==> config.mk <==
export PLATFORM = sky130hd
export DESIGN_NAME = vec_alu_seq
export DESIGN_NICKNAME = d
export VERILOG_FILES = /design/src/rtl/vec_alu_seq.sv
export SDC_FILE = /design/constraint.sdc
export NUM_CORES = 1
export LEC_CHECK = 0
export ABC_AREA = 1
export CAP_MARGIN = 30
export CORE_UTILIZATION = 49
export DETAILED_ROUTE_END_ITERATION = 10
export PLACE_DENSITY = 0.82
export SLEW_MARGIN = 25
export SYNTH_ARGS = -nofsm -noshare
export SYNTH_HDL_FRONTEND = slang
export SYNTH_SLANG_ARGS = --single-unit
==> constraint.sdc <==
create_clock -name clk -period 17.65 [get_ports clk]
set_clock_uncertainty 0.05 [all_clocks]
set_input_delay 3.53 -clock clk [delete_from_list [all_inputs] [get_ports clk]]
set_output_delay 3.53 -clock clk [all_outputs]
set_load 0.02 [all_outputs]
==> src/rtl/vec_alu_seq.sv <==
// vec_alu_seq: runs one MSA vector ALU op through the shared SLICE-bit ALU,
// one slice per granted beat, and assembles the VLEN-bit result.
module vec_alu_seq #(
    parameter int VLEN  = 128,
    parameter int SLICE = 32
) (
    input  logic             clk,
    input  logic             reset,
    input  logic             start,
    input  logic [2:0]       vop,
    input  logic [1:0]       df,
    input  logic [VLEN-1:0]  src_a,
    input  logic [VLEN-1:0]  src_b,
    input  logic             flush,
    output logic             busy,
    output logic             done,
    output logic             err,
    output logic [VLEN-1:0]  result,
    output logic             alu_req,
    input  logic             alu_gnt,
    output logic [SLICE-1:0] alu_a,
    output logic [SLICE-1:0] alu_b,
    output logic [2:0]       alu_ctrl,
    output logic [1:0]       alu_df,
    input  logic [SLICE-1:0] alu_result
);

    localparam int BEATS = VLEN / SLICE;
    localparam int BW    = (BEATS > 1) ? $clog2(BEATS) : 1;
    localparam logic [BW-1:0] LAST_BEAT = BW'(BEATS - 1);
    localparam logic [BW-1:0] BEAT_ONE  = BW'(1);

    typedef enum logic [1:0] {
        S_IDLE = 2'b00,
        S_RUN  = 2'b01,
        S_DONE = 2'b10
    } state_t;

    function automatic logic op_legal(input logic [2:0] op, input logic [1:0] fmt);
        logic ok;
        case (op)
            3'b000, 3'b001, 3'b010, 3'b011, 3'b100: ok = (fmt != 2'b11);
            default:                                ok = 1'b0;
        endcase
        return ok;
    endfunction

    function automatic logic [2:0] op_ctrl(input logic [2:0] op);
        logic [2:0] c;
        case (op)
            3'b000:  c = 3'b000;
            3'b001:  c = 3'b001;
            3'b010:  c = 3'b010;
            3'b011:  c = 3'b011;
            3'b100:  c = 3'b100;
            default: c = 3'b000;
        endcase
        return c;
    endfunction

    state_t            r_state;
    state_t            w_next;
    logic [BW-1:0]     r_beat;
    logic [BW-1:0]     w_beat_next;
    logic [VLEN-1:0]   r_op_a;
    logic [VLEN-1:0]   r_op_b;
    logic [2:0]        r_ctrl;
    logic [1:0]        r_df;
    logic [VLEN-1:0]   r_result;
    logic              r_busy;
    logic              r_done;
    logic              r_err;
    logic              r_alu_req;
    logic              w_accept;
    logic              w_illegal;
    logic              w_capture;
    logic [SLICE-1:0]  w_alu_a;
    logic [SLICE-1:0]  w_alu_b;
    logic [2:0]        w_alu_ctrl;
    logic [1:0]        w_alu_df;

    // Next-state and beat sequencing; flush outranks start in IDLE
    always_comb begin
        w_next      = r_state;
        w_beat_next = r_beat;
        w_accept    = 1'b0;
        w_illegal   = 1'b0;
        w_capture   = 1'b0;
        case (r_state)
            S_IDLE: begin
                if (flush) begin
                    w_next = S_IDLE;
                end else if (start) begin
                    if (op_legal(vop, df)) begin
                        w_accept    = 1'b1;
                        w_next      = S_RUN;
                        w_beat_next = {BW{1'b0}};
                    end else begin
                        w_illegal = 1'b1;
                        w_next    = S_DONE;
                    end
                end else begin
                    w_next = S_IDLE;
                end
            end
            S_RUN: begin
                if (flush) begin
                    w_next      = S_IDLE;
                    w_beat_next = {BW{1'b0}};
                end else if (alu_gnt) begin
                    w_capture = 1'b1;
                    if (r_beat == LAST_BEAT) begin
                        w_next = S_DONE;
                    end else begin
                        w_beat_next = r_beat + BEAT_ONE;
                    end
                end else begin
                    w_next = S_RUN;
                end
            end
            S_DONE: begin
                w_next      = S_IDLE;
                w_beat_next = {BW{1'b0}};
            end
            default: begin
                w_next      = S_IDLE;
                w_beat_next = {BW{1'b0}};
            end
        endcase
    end

    // State, beat counter and registered status flags
    always_ff @(posedge clk or posedge reset) begin
        if (reset) begin
            r_state   <= S_IDLE;
            r_beat    <= {BW{1'b0}};
            r_busy    <= 1'b0;
            r_done    <= 1'b0;
            r_err     <= 1'b0;
            r_alu_req <= 1'b0;
        end else begin
            r_state   <= w_next;
            r_beat    <= w_beat_next;
            r_busy    <= (w_next != S_IDLE);
            r_done    <= (w_next == S_DONE);
            r_err     <= w_illegal;
            r_alu_req <= (w_next == S_RUN);
        end
    end

    // Operand and decoded-op latch, loaded only by an accepted legal start
    always_ff @(posedge clk or posedge reset) begin
        if (reset) begin
            r_op_a <= {VLEN{1'b0}};
            r_op_b <= {VLEN{1'b0}};
            r_ctrl <= 3'b000;
            r_df   <= 2'b00;
        end else if (w_accept) begin
            r_op_a <= src_a;
            r_op_b <= src_b;
            r_ctrl <= op_ctrl(vop);
            r_df   <= df;
        end else begin
            r_op_a <= r_op_a;
            r_op_b <= r_op_b;
            r_ctrl <= r_ctrl;
            r_df   <= r_df;
        end
    end

    // Result assembly: cleared on any start taken in IDLE, one slice per grant
    always_ff @(posedge clk or posedge reset) begin
        if (reset) begin
            r_result <= {VLEN{1'b0}};
        end else if (w_accept || w_illegal) begin
            r_result <= {VLEN{1'b0}};
        end else if (w_capture) begin
            r_result[r_beat*SLICE +: SLICE] <= alu_result;
        end else begin
            r_result <= r_result;
        end
    end

    // ALU-side drive, forced to zero whenever no request is outstanding
    always_comb begin
        w_alu_a    = {SLICE{1'b0}};
        w_alu_b    = {SLICE{1'b0}};
        w_alu_ctrl = 3'b000;
        w_alu_df   = 2'b00;
        if (r_alu_req) begin
            w_alu_a    = r_op_a[r_beat*SLICE +: SLICE];
            w_alu_b    = r_op_b[r_beat*SLICE +: SLICE];
            w_alu_ctrl = r_ctrl;
            w_alu_df   = r_df;
        end else begin
            w_alu_a    = {SLICE{1'b0}};
            w_alu_b    = {SLICE{1'b0}};
            w_alu_ctrl = 3'b000;
            w_alu_df   = 2'b00;
        end
    end

    assign busy     = r_busy;
    assign done     = r_done;
    assign err      = r_err;
    assign result   = r_result;
    assign alu_req  = r_alu_req;
    assign alu_a    = w_alu_a;
    assign alu_b    = w_alu_b;
    assign alu_ctrl = w_alu_ctrl;
    assign alu_df   = w_alu_df;

endmodule

Word-level counts from Yosys, hierarchy flattened
Index checks and enable logic that the tools add are counted.

operators by class
  add/subtract/negate cells = 2
  multiply operators = 0
  divide/modulo/power cells = 0
  magnitude comparators = 0
  equal/unequal tests = 14
  shift-type cells = 4
  multiplexer cells = 37
  bitwise operators = 0
  reductions and logical operators = 7

operator list
  operator                     count
  $mux W128                    2
  $shiftx A128 B8 Y32          2
  $bwmux W128                  1
  $shift A32 B34 Y128 const A  1
  $shiftx A32 B34 Y128         1
  $mux W32                     2
  $neg A7 Y34                  1
  $mux W2                      13
  $mux W1                      15
  $pmux W3 S4                  1
  $ne A2 B2 Y1 const B         4
  $pmux W2 S2                  2
  $eq A3 B2 Y1 const B         2
  $ne A3 B3 Y1 const B         2
  $reduce_and A5 Y1            1
  $reduce_or A5 Y1             1
  $eq A2 B1 Y1 const B         2
  $eq A2 B2 Y1 const B         2
  $reduce_bool A2 Y1           2
  $eq A3 B1 Y1 const B         1
  $eq A3 B3 Y1 const B         1
  $logic_not A3 Y1             1
  $mux W3                      1
  $add A2 B1 Y2 const B        1
  2 further kinds              2

storage, ports and cells
  flip-flop bits (word level) = 397
  latch bits = 0
  bits in writable memories = 0
  memory bits (read-only) = 0
  input bits = 298
  memories = 0

Logic depth before layout (Yosys ltp)
  depth after elaboration = 12
  depth in mapped cells = 11

Least setup slack after synthesis
OpenSTA, ideal clock, no wires.

  kind = register -> output
  from = register r_beat[0]
  to = output port alu_a[23]
  data arrival time = 1.496 ns
  path slack = 12.574 ns
  stages on the path, launching flop included = 7
  path buffers = 3
  cell sequence = dfrtp_1 > inv_1 > buf_4 > buf_2 > clkbuf_1 > o21ai_0 > a21oi_1

between the ends
  longest elaborated chain between the ends = 2

RTL lines
  item                      RTL line  RTL
  start: declaration        63        logic [BW-1:0] r_beat;
  start signal: assignment  136       r_beat <= {BW{1'b0}};
  start signal: assignment  143       r_beat <= w_beat_next;
  $shiftx A128 B8 Y32       191       w_alu_a = r_op_a[r_beat*SLICE +: SLICE];
  $mux W32                  190       if (r_alu_req) begin
  end: declaration          21        output logic [SLICE-1:0] alu_a,

Every way passes these cells.

Final worst setup path
  from = register r_beat[0]
  to = output port alu_b[25]

between the ends
  longest elaborated chain between the ends = 2

RTL lines
  item                 RTL line  RTL
  $shiftx A128 B8 Y32  192       w_alu_b = r_op_b[r_beat*SLICE +: SLICE];
  $mux W32             190
  end: declaration     22        output logic [SLICE-1:0] alu_b,

Every way passes these cells.

==> impl_metrics.tcl <==
set metrics [dict create \
    run_status "finished, final reports clean" \
    initial_utilization_pct 49.96 \
    syn_avg_cell_area_um2 7.898 \
    cp-start-kind "flop" \
    grt_pass1_vias 17260 \
    cts_buffers 42 \
    synth_nets 2631 \
    r2r_slack_ps 14120 \
    worst_ep_arrival_time_ps 3560 \
    num_rows 70 \
    insertion_delay_ps 570 \
    die_y_um 195.7 \
    post-route-period-util_pct 40.45 \
    cp_data_required_time_ps 14070 \
    vdd_drop_max_uv 65.39 \
    post_cts_buffers 0 \
    htree_levels 2 \
    grt_pass1_wl_um 94120 \
    gr-total-overflow 0 \
    tightest_slew_ps 1010 \
    p_seq_share_pct 46.1 \
    r2r-start "r_state[0]" \
    die_x_um 195.7 \
    p_sw_mw 0.7145 \
    p_clk_share_pct 35.5 \
    dieArea_um2 38280 \
    wl_per_cell_um 18.54 \
    rr_worst_depth 6 \
    fin_tns_setup_ps 0 \
    drc 0 \
    core_um2 36790 \
    seq_area_frac_synth_pct 54.06 \
    first_iter_violations 1518 \
    crit_start "r_beat[0]" \
    min_to "r_op_a[100]" \
    critPathKind "reg2out" \
    dr.pass1.iters 5 \
    fin_hold_ws_ps 431.3 \
    netlist_area_um2 18380 \
    viasPerCell 5.458 \
    nets 3027 \
    fin_crit_ps 7139 \
    synthCells 2327 \
    grt_max_degree 269 \
    track_usage_pct 31.50 \
    io_buffers 498 \
    cts_resized 0 \
    yosys.area.top_type "dfrtp_1" \
    ant_nets 0 \
    cts_sinks 397 \
    holdPathStages 2 \
    timing.fmax_ghz 0.1401 \
    io_pins 499 \
    relSlewSlack_pct 32.57 \
    root_buffer "clkbuf_16" \
    path_max_fanout 81 \
    p_comb_share_pct 18.4 \
    hold_viol_final 0 \
    cts.path.max_buffers 3 \
    fin_util_pct 67.54 \
    leakage_nw 12.13 \
    power_mw 2.492 \
    rsz0062_at_grt "no" \
    drv_cap 0 \
    worstHoldStart "r_op_a[100]" \
    netlist.area_leader.share_pct 54.06 \
    ys_types 22 \
    place.gp.congestion 0.9158 \
    internal-power_mw 1.778 \
    drive_above_1_share_pct 3.811 \
    vias 17600 \
    synthTopCellsByArea "dfrtp_1, nand2_1, nand3_1" \
    hpwlAfterDp_um 40350 \
    yosysWarnings 0 \
    antenna_found_initial 2 \
    hp-class "reg2reg" \
    timing.rr.end "r_op_a[117]" \
    setup_viol 0 \
    cts_hold_buf 0 \
    endpoint_kind "primary output" \
    drv_slew 0 \
    area_growth_pct 35.19 \
    clk_pin_slew_ps 60 \
    p_per_area_nw_per_um2 100.3 \
    synth_seq_cells 397 \
    wl_um 59810 \
    swShare_pct 28.67 \
    cts_tree "built" \
]
## cells in the final DEF (no fill, tap or decap)
cell type and n:
o21ai_2 1, inv_1 291, ha_1 6, nand3_1 243, nand4_4 1, inv_2 5, clkbuf_8 9, bufinv_16 2
nand4_1 1, nor2_1 279, clkbuf_16 43, clkbuf_1 14, nor2_4 2, and3_1 1, nand2_2 2, clkinvlp_4 1
dfrtp_4 1, diode_2 2, clkinv_8 1, dfrtp_2 1, nand2_4 2, inv_4 1, buf_12 3, clkinv_4 1
buf_16 3, clkdlybuf4s50_1 498, clkinv_2 6, nand2_1 405, a21oi_1 65, dfrtp_1 395, o21ai_1 214, nor2_2 4
nand3_2 1, buf_4 14, inv_6 1, o21ai_0 238
## final cells by class
class | count | area [µm²]
fill | 2911 | 11940
sequential | 397 | 9940
multi-input combinational | 1465 | 6581
timing repair buffer | 518 | 5233
clock buffer | 66 | 1252
inverter | 299 | 1139
tap | 468 | 585.6
clock inverter | 10 | 110.1
antenna | 2 | 5.005
## cell families after synthesis
logic type               after synthesis  share of synthesized area, %
flip-flops                           397                         54.06
adder cells (fa/ha/maj)                6                        0.4085
AO/OA/AOI/OAI                        518                         14.13
AND/OR/NAND/NOR                      941                         21.19
buffers and inverters                465                         10.21
## metal layers
layer | vias up | GRT usage [%] | wire [µm]
met2 | 919 | 50.81 | 28140
met3 | 197 | 6.498 | 4945
li1 | 8181 | - | -
met4 | 0 | 20.72 | 4153
met5 | - | 0 | 0
met1 | 8304 | 38.56 | 22570
## power groups by stage
stage                     combinational (mW)  sequential, mW  clock [mW]
after floorplan                        0.274            1.14           0
after global placement                 0.433            1.15           0
after detailed placement               0.452            1.16           0
after CTS                              0.456            1.14       0.896
after global routing                   0.517            1.16       0.933
final                                  0.458            1.15       0.885
## stage by stage
stage / instance area [µm²] / instances / setup WS, ps
final: 24850 / 3225 / 10510
after global routing: 24850 / 3225 / 10350
after CTS: 24740 / 3220 / 10100
after detailed placement: 23380 / 3144 / 9853
after global placement: 23360 / 3143 / 10010
after floorplan: 18380 / 2327 / 3031
## cells in the mapped netlist
cell and n:
dfrtp_1 397, nand2_1 405, inv_1 294, ha_1 6, nor2_4 2, nor2_2 2, and3_1 1, buf_1 11
o21ai_1 214, nand4_4 1, o21ai_0 238, clkbuf_1 58, nor2_1 281, buf_4 4, o21ai_2 1, buf_2 93
a21oi_1 65, nand3_2 1, inv_2 5, nand4_1 1, nand2_2 4, nand3_1 243
## critical path, cell delays in order (launching register included)
cell,delay [ps]
dfrtp_4,640
inv_4,410
buf_4,380
buf_16,310
o21ai_0,270
a21oi_1,230
clkdlybuf4s50_1,650
## registers in the layout, indices dropped and copies added (netlist names)
register / flops
busy: 1
r_ctrl: 3
r_df: 2
r_state: 2
r_op_b: 128
done: 1
r_beat: 2
alu_req: 1
result: 128
err: 1
r_op_a: 128
## worst max-delay path by stage
stage | cells after the start | end | slack (ps)
global route | 6 | alu_a[26] | 10350
detailed placement | 7 | r_op_a[98] | 9850
floorplan | 1 | alu_req | 3030
CTS | 5 | alu_a[30] | 10100
finish | 6 | alu_b[25] | 10510
global placement | 7 | r_op_a[117] | 10010
No activity file was read; power rests on OpenSTA's default activity.
